## config.mk

```make
export PLATFORM = sky130hd
export DESIGN_NAME = multi_mode_counter
export DESIGN_NICKNAME = d
export VERILOG_FILES = /design/src/rtl/multi_mode_counter.sv
export SDC_FILE = /design/constraint.sdc
export NUM_CORES = 1
export LEC_CHECK = 0
export CAP_MARGIN = 20
export CORE_MARGIN = 2
export CORE_UTILIZATION = 61
export CTS_BUF_LIST = sky130_fd_sc_hd__clkbuf_8
export CTS_CLUSTER_SIZE = 24
export DETAILED_ROUTE_END_ITERATION = 8
export PLACE_DENSITY = 0.83
export SYNTH_ARGS = -nofsm -noshare
export SYNTH_HDL_FRONTEND = slang
export SYNTH_SLANG_ARGS = --single-unit
```

## constraint.sdc

```tcl
create_clock -name clk -period 4.5 [get_ports clk]
set_input_delay 0.9 -clock clk [delete_from_list [all_inputs] [get_ports clk]]
set_output_delay 0.9 -clock clk [all_outputs]
set_load 0.02 [all_outputs]
```

## src/rtl/multi_mode_counter.sv

```systemverilog
// Prescaled multi-mode counter: hold / up / down / odd-step on each prescaler tick,
// with synchronous load, registered tick and wrap pulses, and async active-low clear.
module multi_mode_counter #(
  parameter int unsigned WIDTH = 4,
  parameter int unsigned DIV   = 50_000_000
) (
  input  logic             clk,
  input  logic             Clear,
  input  logic             en,
  input  logic [1:0]       sel,
  input  logic             load,
  input  logic [WIDTH-1:0] D,
  output logic [WIDTH-1:0] Q,
  output logic             tick,
  output logic             wrap
);

  // A 1-bit prescaler still exists for DIV=1; it simply never leaves 0.
  localparam int unsigned PreW = (DIV > 1) ? $clog2(DIV) : 1;
  localparam logic [PreW-1:0]  PreMax = PreW'(DIV - 1);
  localparam logic [PreW-1:0]  PreOne = PreW'(1);
  localparam logic [WIDTH-1:0] QMax   = '1;
  localparam logic [WIDTH-1:0] QOne   = WIDTH'(1);
  localparam logic [WIDTH-1:0] QTwo   = WIDTH'(2);

  typedef enum logic [1:0] {
    ModeHold = 2'b00,
    ModeUp   = 2'b01,
    ModeDown = 2'b10,
    ModeOdd  = 2'b11
  } mode_e;

  logic [PreW-1:0]  pre_q, pre_d;
  logic [WIDTH-1:0] q_q, q_d;
  logic             tick_q, tick_d;
  logic             wrap_q, wrap_d;

  logic             tick_cycle;
  logic [WIDTH-1:0] step_val;
  logic             step_wrap;
  mode_e            mode;

  assign mode       = mode_e'(sel);
  assign tick_cycle = en && (pre_q == PreMax);

  // Candidate count step for the current mode; only committed on a tick cycle.
  always_comb begin
    step_val  = q_q;
    step_wrap = 1'b0;
    unique case (mode)
      ModeHold: begin
        step_val  = q_q;
        step_wrap = 1'b0;
      end
      ModeUp: begin
        step_val  = q_q + QOne;
        step_wrap = (q_q == QMax);
      end
      ModeDown: begin
        step_val  = q_q - QOne;
        step_wrap = (q_q == '0);
      end
      ModeOdd: begin
        if (!q_q[0]) begin
          step_val = q_q + QOne;
        end else if (q_q == QMax) begin
          step_val  = QOne;
          step_wrap = 1'b1;
        end else begin
          step_val = q_q + QTwo;
        end
      end
      default: begin
        step_val  = q_q;
        step_wrap = 1'b0;
      end
    endcase
  end

  // Load has priority over any tick-driven step and restarts the prescaler.
  always_comb begin
    pre_d  = pre_q;
    q_d    = q_q;
    tick_d = 1'b0;
    wrap_d = 1'b0;
    if (load) begin
      pre_d = '0;
      q_d   = D;
    end else begin
      if (en) begin
        pre_d = tick_cycle ? '0 : pre_q + PreOne;
      end
      if (tick_cycle) begin
        q_d    = step_val;
        tick_d = 1'b1;
        wrap_d = step_wrap;
      end
    end
  end

  always_ff @(posedge clk or negedge Clear) begin
    if (!Clear) begin
      pre_q  <= '0;
      q_q    <= '0;
      tick_q <= 1'b0;
      wrap_q <= 1'b0;
    end else begin
      pre_q  <= pre_d;
      q_q    <= q_d;
      tick_q <= tick_d;
      wrap_q <= wrap_d;
    end
  end

  assign Q    = q_q;
  assign tick = tick_q;
  assign wrap = wrap_q;

endmodule

```

# Word-level counts from Yosys, hierarchy flattened
# Cells that the tools add are included.
# word_totals
ramBits,0
in_bits,10
n_memories,0
mem_bits_ro,0
ff_bits,32
latchBits,0
# op_classes
n_eq_ne,6
reduce_logical,6
n_mul,0
bitwise_logic,0
n_div,0
n_lt_le_gt_ge,0
n_mux,15
n_shift,0
add_sub_neg,4
# op_table
op,n
$mux W26,3
$add A26 B1 Y26 const B,1
$eq A26 B26 Y1 const B,1
$mux W4,4
$pmux W4 S3,1
$mux W1,6
$add A4 B1 Y4 const B,1
$add A4 B2 Y4 const B,1
$eq A2 B2 Y1 const B,2
$eq A4 B4 Y1 const B,1
$logic_not A4 Y1,1
$pmux W1 S4,1
$reduce_bool A2 Y1,2
$sub A4 B1 Y4 const B,1
$eq A2 B1 Y1 const B,1
$logic_not A2 Y1,1
$ne A2 B2 Y1 const B,1
$reduce_and A2 Y1,1
$logic_and A1 B1 Y1,1

# Longest topological paths before layout
# depth
ltp_word,6
depth_mapped,8

# Least setup slack after synthesis
# Ideal clock, no wire load.
# synth_timing
path_type,in2reg
from,input port en
to,register pre_q[22]
setup_slack_ns,2.403
arrival_time_ns,1.978
setup_time_ns,0.119
cell_stages,7
required_time_ns,4.381
path_buffers,2
path_cell_list,buf_4 -> nor4bb_1 -> nand3_1 -> or2_1 -> nand2_4 -> buf_6 -> nor2_1
# synth_via
elab_chain_len,4
word_cells_on_any_way,5
# synth_rtl
element,line,text
start: declaration,9,"input logic en,"
$logic_and A1 B1 Y1,44,assign tick_cycle = en && (pre_q == PreMax);
$mux W26,91,pre_d = tick_cycle ? '0 : pre_q + PreOne;
$mux W26,90,if (en) begin
$mux W26,86,if (load) begin
end signal: assignment,108,pre_q <= pre_d;
end: declaration,33,"logic [PreW-1:0] pre_q, pre_d;"
# Parallel ways exist; a longest one is shown, timed or not. The select of a mux whose other input is x is not followed.
# A chain may end at the register's enable or synchronous reset.

# Worst setup path in the final report
# layout_timing
from,input port load
to,register pre_q[21]
# layout_via
elab_chain_len,1
word_cells_on_any_way,2
# layout_rtl
element,line,text
start: declaration,11,"input logic load,"
$mux W26 / $reduce_bool A2 Y1 (equally long branches),--,
# Parallel ways exist; a longest one is shown, timed or not.

==> results.py <==
metrics = {
    "outcome": {
        "status": "finished, final reports clean",
    },
    "global_routing": {
        "antenna_found_initial": 0,
        "grt_use_total_pct": 25.5,
        "grt_pass1_vias": 1527,
        "grt_pass1_wl_um": 6800,
        "grt.overflow.total": 0,
        "grt_max_degree": 27,
    },
    "pwr": {
        "p_total_uw": 667,
        "leakagePower_nw": 0.989,
        "powerDensity_nw_per_um2": 300,
        "ir_worst_vdd_uv": 269,
    },
    "worst_setup_path": {
        "worst-path-buf-inv": 1,
        "critPathRequiredTime_ps": 4670,
        "slowest_delay_ps": 760,
        "critPathArrivalTime_ps": 2790,
        "ff2ff_setup_slack_ps": 2600,
        "cpMaxStageDelayCell": "clkdlybuf4s50_1",
        "crit_path_end_kind": "flip-flop",
        "start_kind": "primary input",
        "crit_chain": "clkdlybuf4s50_1 -> o211ai_1 -> nor4_4 -> nand4_1 -> xor2_1 -> nor2_2",
        "critPathMaxFanout": 14,
        "path_delay_family": "buffers and inverters",
        "critPathKind": "primary input to flip-flop",
    },
    "clocking": {
        "cts_buffers": 5,
        "cts_tree": "yes",
        "htree_levels": 2,
        "clk_latency_ps": 280,
        "cts_buffer_depth": 2,
        "cts_resized": 0,
        "root_buffer": "clkbuf_8",
        "cts_hold_buf": 0,
        "cts.sinks": 32,
        "clkSlewWorstSetupHoldPaths_ps": 60,
        "cts_setup_buffers": 0,
    },
    "layout": {
        "drive_gt1_share_pct": 11.1,
        "diodes": 0,
        "fin_cells": 261,
        "area_growth_pct": 15.6,
        "final_common_cell": "dfrtp_1",
        "final_cell_mix": "dfrtp_1, nor2_1, nand2_1, xor2_1, clkdlybuf4s50_1",
        "nNetsFinal": 233,
    },
    "logic_synthesis": {
        "synth.distinct_cells": 48,
        "synthCells": 200,
        "yosys_warnings": 0,
        "netlist.area_leader.share_pct": 41.6,
        "synth_area_um2": 1920,
        "synth.ff_latch_count": 32,
        "synth_area_leaders": "dfrtp_1, xor2_1, nor2_1",
        "synth_largest_area_cell": "dfrtp_1",
        "syn_nets": 217,
        "synth_area_per_cell_um2": 9.62,
        "synth-seq-area-share_pct": 41.6,
    },
    "floorplan": {
        "start_util_pct": 63.5,
        "rows": 20,
        "die_height_um": 60.2,
        "die_w_um": 60.2,
        "fp.coreArea_um2": 3030,
        "num_io_pins": 16,
        "dieArea_um2": 3620,
    },
    "sta": {
        "period_needed_ps": 2620,
        "slew_headroom_pct": 66.1,
        "clock_skew_ps": 3.89,
        "holdWs_ps": 545,
        "rsz0062_at_grt": "false",
        "tightest_slew_ps": 508,
        "setup_violations": 0,
        "timing.final.crit_share_pct": 58.3,
        "fmax_mhz": 381,
        "hold_viol": 0,
        "fin_setup_tns_ps": 0,
        "drv_slew": 0,
    },
    "route": {
        "viasPerCell": 5.72,
        "remaining_drc_errors": 0,
        "drtIter0Drc": 74,
        "vias": 1493,
        "antenna_left": 0,
        "first_pass_iters": 5,
        "routedWlPerCell_um": 15.2,
        "routed_wirelength_um": 3960,
    },
    "flow_run": {
        "cap_violations": 0,
    },
    "place": {
        "port_buffers": 15,
        "hpwlAfterDp_um": 2890,
        "finalWeightedCongestion": 0.933,
        "dp_cells": 252,
    },
    "worst_hold_path": {
        "hold_class": "flip-flop to flip-flop",
    },
}
-- per-stage QoR --
step / utilization, % / setup WS, ps / area, µm²
floorplan: - / 2400 / 1920
global placement: 68.8 / 1560 / 2080
detailed placement: 68.8 / 1630 / 2080
CTS: 72.9 / 1910 / 2210
global route: 73.4 / 1730 / 2220
finish: 73.4 / 1880 / 2220
-- area by class of cell --
class	count	area [µm²]
Clock buffer	7	96.3
Timing Repair Buffer	17	173
Multi-Input combinational cell	154	1050
Tap cell	44	55.1
Inverter	6	22.5
Fill cell	211	805
Sequential cell	32	801
Clock inverter	1	30.0
-- cells by family (layout without fill, tap and decap cells) --
| group | Yosys count | in the layout | share of synthesized area [%] |
|---|---|---|---|
| adder cells (fa/ha/maj) | 7 | 7 | 4.55 |
| AO/OA/AOI/OAI | 26 | 26 | 8.39 |
| XOR/XNOR | 26 | 26 | 11.8 |
| flip-flops | 32 | 32 | 41.6 |
| AND/OR/NAND/NOR | 93 | 93 | 28.6 |
| buffers and inverters | 14 | 31 | 3.97 |
| multiplexers | 2 | 2 | 1.04 |
-- state kept, by name (all words and copies together), names as in the netlist --
| register | cells |
|---|---|
| pre_q | 26 |
| wrap | 1 |
| tick | 1 |
| Q | 4 |
-- where the power goes --
group          switching (mW)  internal, mW  leakage (nW)  total (mW)
Clock                   0.103         0.195        0.0645       0.298
Sequential            0.00974         0.292         0.438       0.302
Combinational          0.0372        0.0290         0.487      0.0662
-- layer usage --
| metal | up-vias | part of all wire, % | wire length [µm] | track usage, % |
|---|---|---|---|---|
| met5 | - | 0 | 0 | 0 |
| met4 | 0 | 0.96 | 38 | 12.1 |
| met3 | 7 | 3.8 | 150 | 4.98 |
| met2 | 34 | 47 | 1880 | 38.0 |
| met1 | 727 | 48 | 1890 | 35.5 |
| li1 | 725 | - | - | - |
-- final timing paths --
check | startpoint | to | depth (start not counted)
setup / recovery | load | pre_q[21]$_DFFE_PN0P_ | 6
hold / removal | pre_q[15]$_DFFE_PN0P_ | pre_q[15]$_DFFE_PN0P_ | 2
setup reg to reg | pre_q[0]$_DFFE_PN0P_ | pre_q[1]$_DFFE_PN0P_ | 6
hold reg to reg | pre_q[15]$_DFFE_PN0P_ | pre_q[15]$_DFFE_PN0P_ | 2
max in group asynchronous | Clear | pre_q[15]$_DFFE_PN0P_ | 2
min in group asynchronous | Clear | pre_q[25]$_DFFE_PN0P_ | 1
-- worst register-to-register path, stage by stage (launching register included) --
cell     delay [ps]
dfrtp_1         430
ha_1            260
and3_1          170
nand3_1         160
or2_1           330
nand2_4         280
o21ai_0         150
-- synthesized netlist by cell type (all sizes together) --
library cell   n
a21boi         1
a21oi          2
a22o           1
a31oi          3
and2           2
and3           6
and4           4
and4b          1
and4bb         1
buf            5
clkbuf         3
dfrtp         32
ha             7
inv            6
mux2i          2
nand2         18
nand2b         1
nand3          5
nand4         12
nor2          32
nor2b          1
nor3           3
nor3b          1
nor4           3
nor4bb         1
o2111ai        1
o211a          1
o211ai         2
o21a           1
o21ai         11
o22ai          2
o31ai          1
or2            1
or3            1
xnor2          9
xor2          17
(Power assumes the default switching activity.)
